**src/rtl/pll_lock_ctrl.sv**
```systemverilog
// PLL reset/lock sequencer: pulses pll_reset, qualifies lock, releases sys_rst.
// Optional lock-loss counter enabled by PLL_LOCK_CTRL_LOSS_CNT_EN.
module pll_lock_ctrl #(
  parameter int RST_PULSE_CYC    = 16,
  parameter int LOCK_STABLE_CYC  = 1024,
  parameter int LOCK_TIMEOUT_CYC = 1000000,
  parameter int MAX_RETRY        = 4,
  parameter int CNT_W            = 20
) (
  input  logic       clkin,
  input  logic       reset,
  input  logic       pll_lock,
  input  logic       relock_req,
  output logic       pll_reset,
  output logic       sys_rst,
  output logic       locked,
  output logic       fault,
`ifdef PLL_LOCK_CTRL_LOSS_CNT_EN
  output logic [7:0] loss_cnt,
`endif
  output logic [2:0] retry_cnt
);

  typedef enum logic [2:0] {
    RST_PLL,
    WAIT_LOCK,
    STABLE,
    RUN,
    FLT
  } state_t;

  localparam logic [CNT_W-1:0] RP_LAST =
    CNT_W'(RST_PULSE_CYC - 1);
  localparam logic [CNT_W-1:0] ST_LAST =
    CNT_W'(LOCK_STABLE_CYC - 1);
  localparam logic [CNT_W-1:0] TO_LAST =
    CNT_W'(LOCK_TIMEOUT_CYC - 1);
  localparam logic [2:0] MAX_R = 3'(MAX_RETRY);

  state_t           state;
  logic [CNT_W-1:0] cnt;
  logic             sync1;
  logic             lock_s;
  logic [2:0]       retry_nxt;

  assign retry_nxt = retry_cnt + 3'd1;

  always_ff @(posedge clkin) begin
    if (reset) begin
      sync1  <= 1'b0;
      lock_s <= 1'b0;
    end else begin
      sync1  <= pll_lock;
      lock_s <= sync1;
    end
  end

  always_ff @(posedge clkin) begin
    if (reset) begin
      state     <= RST_PLL;
      cnt       <= '0;
      pll_reset <= 1'b1;
      sys_rst   <= 1'b1;
      locked    <= 1'b0;
      fault     <= 1'b0;
      retry_cnt <= 3'd0;
`ifdef PLL_LOCK_CTRL_LOSS_CNT_EN
      loss_cnt  <= 8'd0;
`endif
    end else begin
      case (state)
        RST_PLL: begin
          if (relock_req) begin
            cnt <= '0;
          end else if (cnt == RP_LAST) begin
            state     <= WAIT_LOCK;
            cnt       <= '0;
            pll_reset <= 1'b0;
          end else begin
            cnt <= cnt + 1'b1;
          end
        end
        WAIT_LOCK: begin
          if (relock_req) begin
            state     <= RST_PLL;
            cnt       <= '0;
            pll_reset <= 1'b1;
          end else if (lock_s) begin
            state <= STABLE;
            cnt   <= '0;
          end else if (cnt == TO_LAST) begin
            cnt       <= '0;
            pll_reset <= 1'b1;
            retry_cnt <= retry_nxt;
            if (retry_nxt == MAX_R) begin
              state <= FLT;
              fault <= 1'b1;
            end else begin
              state <= RST_PLL;
            end
          end else begin
            cnt <= cnt + 1'b1;
          end
        end
        STABLE: begin
          if (relock_req) begin
            state     <= RST_PLL;
            cnt       <= '0;
            pll_reset <= 1'b1;
          end else if (!lock_s) begin
            state <= WAIT_LOCK;
            cnt   <= '0;
          end else if (cnt == ST_LAST) begin
            state     <= RUN;
            cnt       <= '0;
            sys_rst   <= 1'b0;
            locked    <= 1'b1;
            retry_cnt <= 3'd0;
          end else begin
            cnt <= cnt + 1'b1;
          end
        end
        RUN: begin
          if (!lock_s || relock_req) begin
            state     <= RST_PLL;
            cnt       <= '0;
            pll_reset <= 1'b1;
            sys_rst   <= 1'b1;
            locked    <= 1'b0;
          end
`ifdef PLL_LOCK_CTRL_LOSS_CNT_EN
          // Only lock loss counts; a requested relock does not.
          if (!lock_s && loss_cnt != 8'hff)
            loss_cnt <= loss_cnt + 8'd1;
`endif
        end
        FLT: begin
          if (relock_req) begin
            state     <= RST_PLL;
            cnt       <= '0;
            fault     <= 1'b0;
            retry_cnt <= 3'd0;
          end
        end
        default: begin
          state     <= RST_PLL;
          cnt       <= '0;
          pll_reset <= 1'b1;
          sys_rst   <= 1'b1;
          locked    <= 1'b0;
          fault     <= 1'b0;
        end
      endcase
    end
  end

endmodule

```
**config.mk**
```make
export PLATFORM = sky130hd
export DESIGN_NAME = pll_lock_ctrl
export DESIGN_NICKNAME = d
export VERILOG_FILES = /design/src/rtl/pll_lock_ctrl.sv
export SDC_FILE = /design/constraint.sdc
export NUM_CORES = 1
export LEC_CHECK = 0
export ABC_AREA = 1
export ABC_CLOCK_PERIOD_IN_PS = 3100
export CORE_AREA = 4 4 103 95
export DETAILED_ROUTE_END_ITERATION = 10
export DIE_AREA = 0 0 107 99
export PLACE_DENSITY = 0.46
export SETUP_SLACK_MARGIN = 0.02
export SLEW_MARGIN = 20
export SYNTH_ARGS = -nofsm -noshare
export SYNTH_HDL_FRONTEND = slang
export SYNTH_SLANG_ARGS = --single-unit
```
**constraint.sdc**
```tcl
create_clock -name clkin -period 3.1 [get_ports clkin]
set_input_delay 0.465 -clock clkin [delete_from_list [all_inputs] [get_ports clkin]]
set_output_delay 0.465 -clock clkin [all_outputs]
set_load 0.01 [all_outputs]
```
==> run_results.csv <==
group,metric,value,unit
clocking,cts.sinks,32,
setup_path,end_kind,"register",
synth,yosys.cell_types.count,36,
cells_and_area,syn_to_final_growth,14.9,%
sta,fin_ws,0.968,ns
clocking,htree_levels,2,
setup_path,start_kind,"input pin",
cells_and_area,diodes,0,
sta,worst_pin_slew,0.445,ns
die,placeableCoreArea,8570,µm²
min_path,holdPathStages,2,
placed_design,port_buffers,10,
clocking,postCtsSetupBuffers,0,
synth,yosys_warnings,0,
synth,synthArstFlopShare,0,
grt,antenna_found_initial,0,
synth,syn_area_per_cell,6.83,µm²
grt,grt_max_degree,21,
sta,final-max-slew-violation-count,0,
die,die_x,107,µm
setup_path,endpoint,"state[0]$_SDFFE_PP0P_",
grt,track_usage,0.0997,
setup_path,cp_max_fo,20,
cells_and_area,drive_gt1_frac,0.215,
synth,synthTopCellsByArea,"dfxtp_1, nand2_1, nor2_1",
clocking,cts_buffer_depth,2,
setup_path,slowest_stage,"clkdlybuf4s50_1",
sta,final.setup_skew,0.00892,ns
setup_path,cp.depth,12,
sta,period_minus_slack,2.13,ns
grt,grt_pass1_wl,8600,µm
status,status,"complete, no violations",
cells_and_area,register_area,641,µm²
synth,syn-num-nets,321,
placed_design,dp_slack,0.654,ns
cells_and_area,final_nets,333,
clocking,hold_buffers,0,
drt,routed_via_density,4.22,
cells_and_area,fin_util,0.288,
sta,rsz0062_at_grt,"false",
sta,fmax,469,MHz
pwr,ir_worst_vdd,0.203,mV
sta,finalSetupViolCount,0,
synth,synth_top_cells_by_count,"nand2_1, nor2_1, dfxtp_1, inv_1, nand3_1",
setup_path,slowest_delay,0.57,ns
die,fp.dieH,99,µm
grt,grt_pass1_vias,1770,
drt,routed-via-count,1878,
synth,synth-edff-count,0,
sta,slew_headroom,0.703,
clocking,cts_tree,"yes",
grt,grt_overflow,0,
setup_path,cp_common_cell,"nand2_1",
die,dieArea,10600,µm²
synth,synth_area,2140,µm²
pwr,powerDensity,325,nW/µm²
setup_path,cp-startpoint,"relock_req",
setup_path,worstPathCellList,"clkdlybuf4s50_1, inv_2, nand2_1, nor2_1, nand2_1, nand2_2, inv_2, nand3_2, nor2_1, nand2_1, nand2_1, nor2_1",
sta,fin_hold_ws,0.403,ns
die,initial_core_util,0.250,
clocking,clk_transition_reported_paths,0.07,ns
drt,first_pass_iters,4,
synth,synth-seq-cells,32,
drt,drt-total-wl,4980,µm
cells_and_area,multi_input_comb_area,1310,µm²
setup_path,critPathKind,"in2reg",
pwr,p_leak,0.963,nW
clocking,cts-buffers-inserted,5,
synth,yosysMostFrequentCell,"nand2_1",
drt,drc,0,
clocking,clock_latency,0.28,ns
setup_path,r2r_start,"state[0]$_SDFFE_PP0P_",
setup_path,r2r_slack,1.30,ns
synth,yosysSeqAreaShare,0.299,
drt,drt_iter0_drc,156,
synth,yosys.area.top_type,"dfxtp_1",
setup_path,cp.arrival,2.31,ns
clocking,cts_resized,0,
die,io_pins,11,
setup_path,required,3.28,ns
cells_and_area,fillerInstances,979,
run,cap_violations,0,
synth,synth_top_area_frac,0.299,
die,rows,32,
synth,synth_flop_cell,"dfxtp_1",
clocking,cts-root-buf,"clkbuf_8",
min_path,min_path_type,"reg2reg",
sta,finalCritPeriodShare,0.688,
sta,hold_viol,0,
setup_path,path_buf_inv,3,
sta,fin_setup_tns,0,ns
placed_design,dpl.hpwl,3900,µm
placed_design,place_congestion,0.845,
setup_path,reg2reg_depth,11,
setup_path,critical_path.top_delay_family,"simple AND/OR/NAND/NOR gates",
synth,postSynthCellCount,314,
drt,drtAntennaViolNets,0,
setup_path,reg2reg_to,"state[0]$_SDFFE_PP0P_",
drt,avgRoutedWirePerCell,11.2,µm
## cell type report
type	count	share of cell area
clock buffer	7	0.0391
sequential	32	0.260
inverter	42	0.0650
multi-input combinational	234	0.532
tap	119	0.0604
timing repair buffer	11	0.0437
## report_power, final
group          leakage [nW]  switching, mW  total [mW]  internal, mW
clock network        0.0503          0.154       0.352         0.198
registers             0.258        0.00210       0.416         0.414
logic                 0.654         0.0223      0.0340        0.0118
## metrics by stage
step	std cells	cell area, µm²	power (mW)
2_1_floorplan	314	2140	0.450
3_3_place_gp	438	2370	0.460
3_5_place_dp	438	2370	0.460
4_1_cts	445	2460	0.817
5_1_grt	445	2460	0.832
6_report	445	2460	0.802
## logic make-up after synthesis
logic type / synth area share
AND/OR/NAND/NOR: 0.444
buffers and inverters: 0.0899
AO/OA/AOI/OAI: 0.101
flip-flops: 0.299
XOR/XNOR: 0.0490
adder cells (fa/ha/maj): 0.0175
## tightest hold or removal path, delay by kind of cell (launching register included)
family                 cells  cell delay [ns]
and+or+nand+nor            1             0.03
buffers and inverters      1             0.04
DFF                        1             0.30
## how the worst min path moves through the flow
stage | startpoint | to | slack [ns]
2_1_floorplan | sync1$_SDFF_PP0_ | lock_s$_SDFF_PP0_ | 0.39
3_3_place_gp | sync1$_SDFF_PP0_ | lock_s$_SDFF_PP0_ | 0.39
3_5_place_dp | sync1$_SDFF_PP0_ | lock_s$_SDFF_PP0_ | 0.39
4_1_cts | sync1$_SDFF_PP0_ | lock_s$_SDFF_PP0_ | 0.40
5_1_grt | sync1$_SDFF_PP0_ | lock_s$_SDFF_PP0_ | 0.44
6_report | sync1$_SDFF_PP0_ | lock_s$_SDFF_PP0_ | 0.40
## per-layer routing
| layer | GRT usage | up-vias | part of all wire |
|---|---|---|---|
| li1 | - | 1022 | - |
| met1 | 0.152 | 831 | 0.55 |
| met2 | 0.139 | 20 | 0.41 |
| met3 | 0.0164 | 5 | 0.025 |
| met4 | 0.0354 | 0 | 0.015 |
| met5 | 0 | - | 0 |
## sequential cells by signal, summed over array words and instances (netlist names)
signal	cells
locked	1
pll_reset	1
sync1	1
lock_s	1
sys_rst	1
fault	1
cnt	20
retry_cnt	3
state	3
## cells in the final DEF (no fill, tap or decap), types with 2 or more instances in the layout
cell type,instances
a21oi_1,6
a21oi_2,10
a31oi_1,2
clkbuf_8,7
clkdlybuf4s50_1,10
dfxtp_1,32
ha_1,3
inv_1,32
inv_2,8
nand2_1,61
nand2_2,20
nand3_1,25
nand3_2,4
nand3b_1,2
nand4_1,7
nor2_1,44
nor2_2,10
nor2_4,3
nor3_1,6
nor3_4,2
o21ai_0,7
xnor2_1,3
xor2_1,9
(Power assumes the default switching activity.)
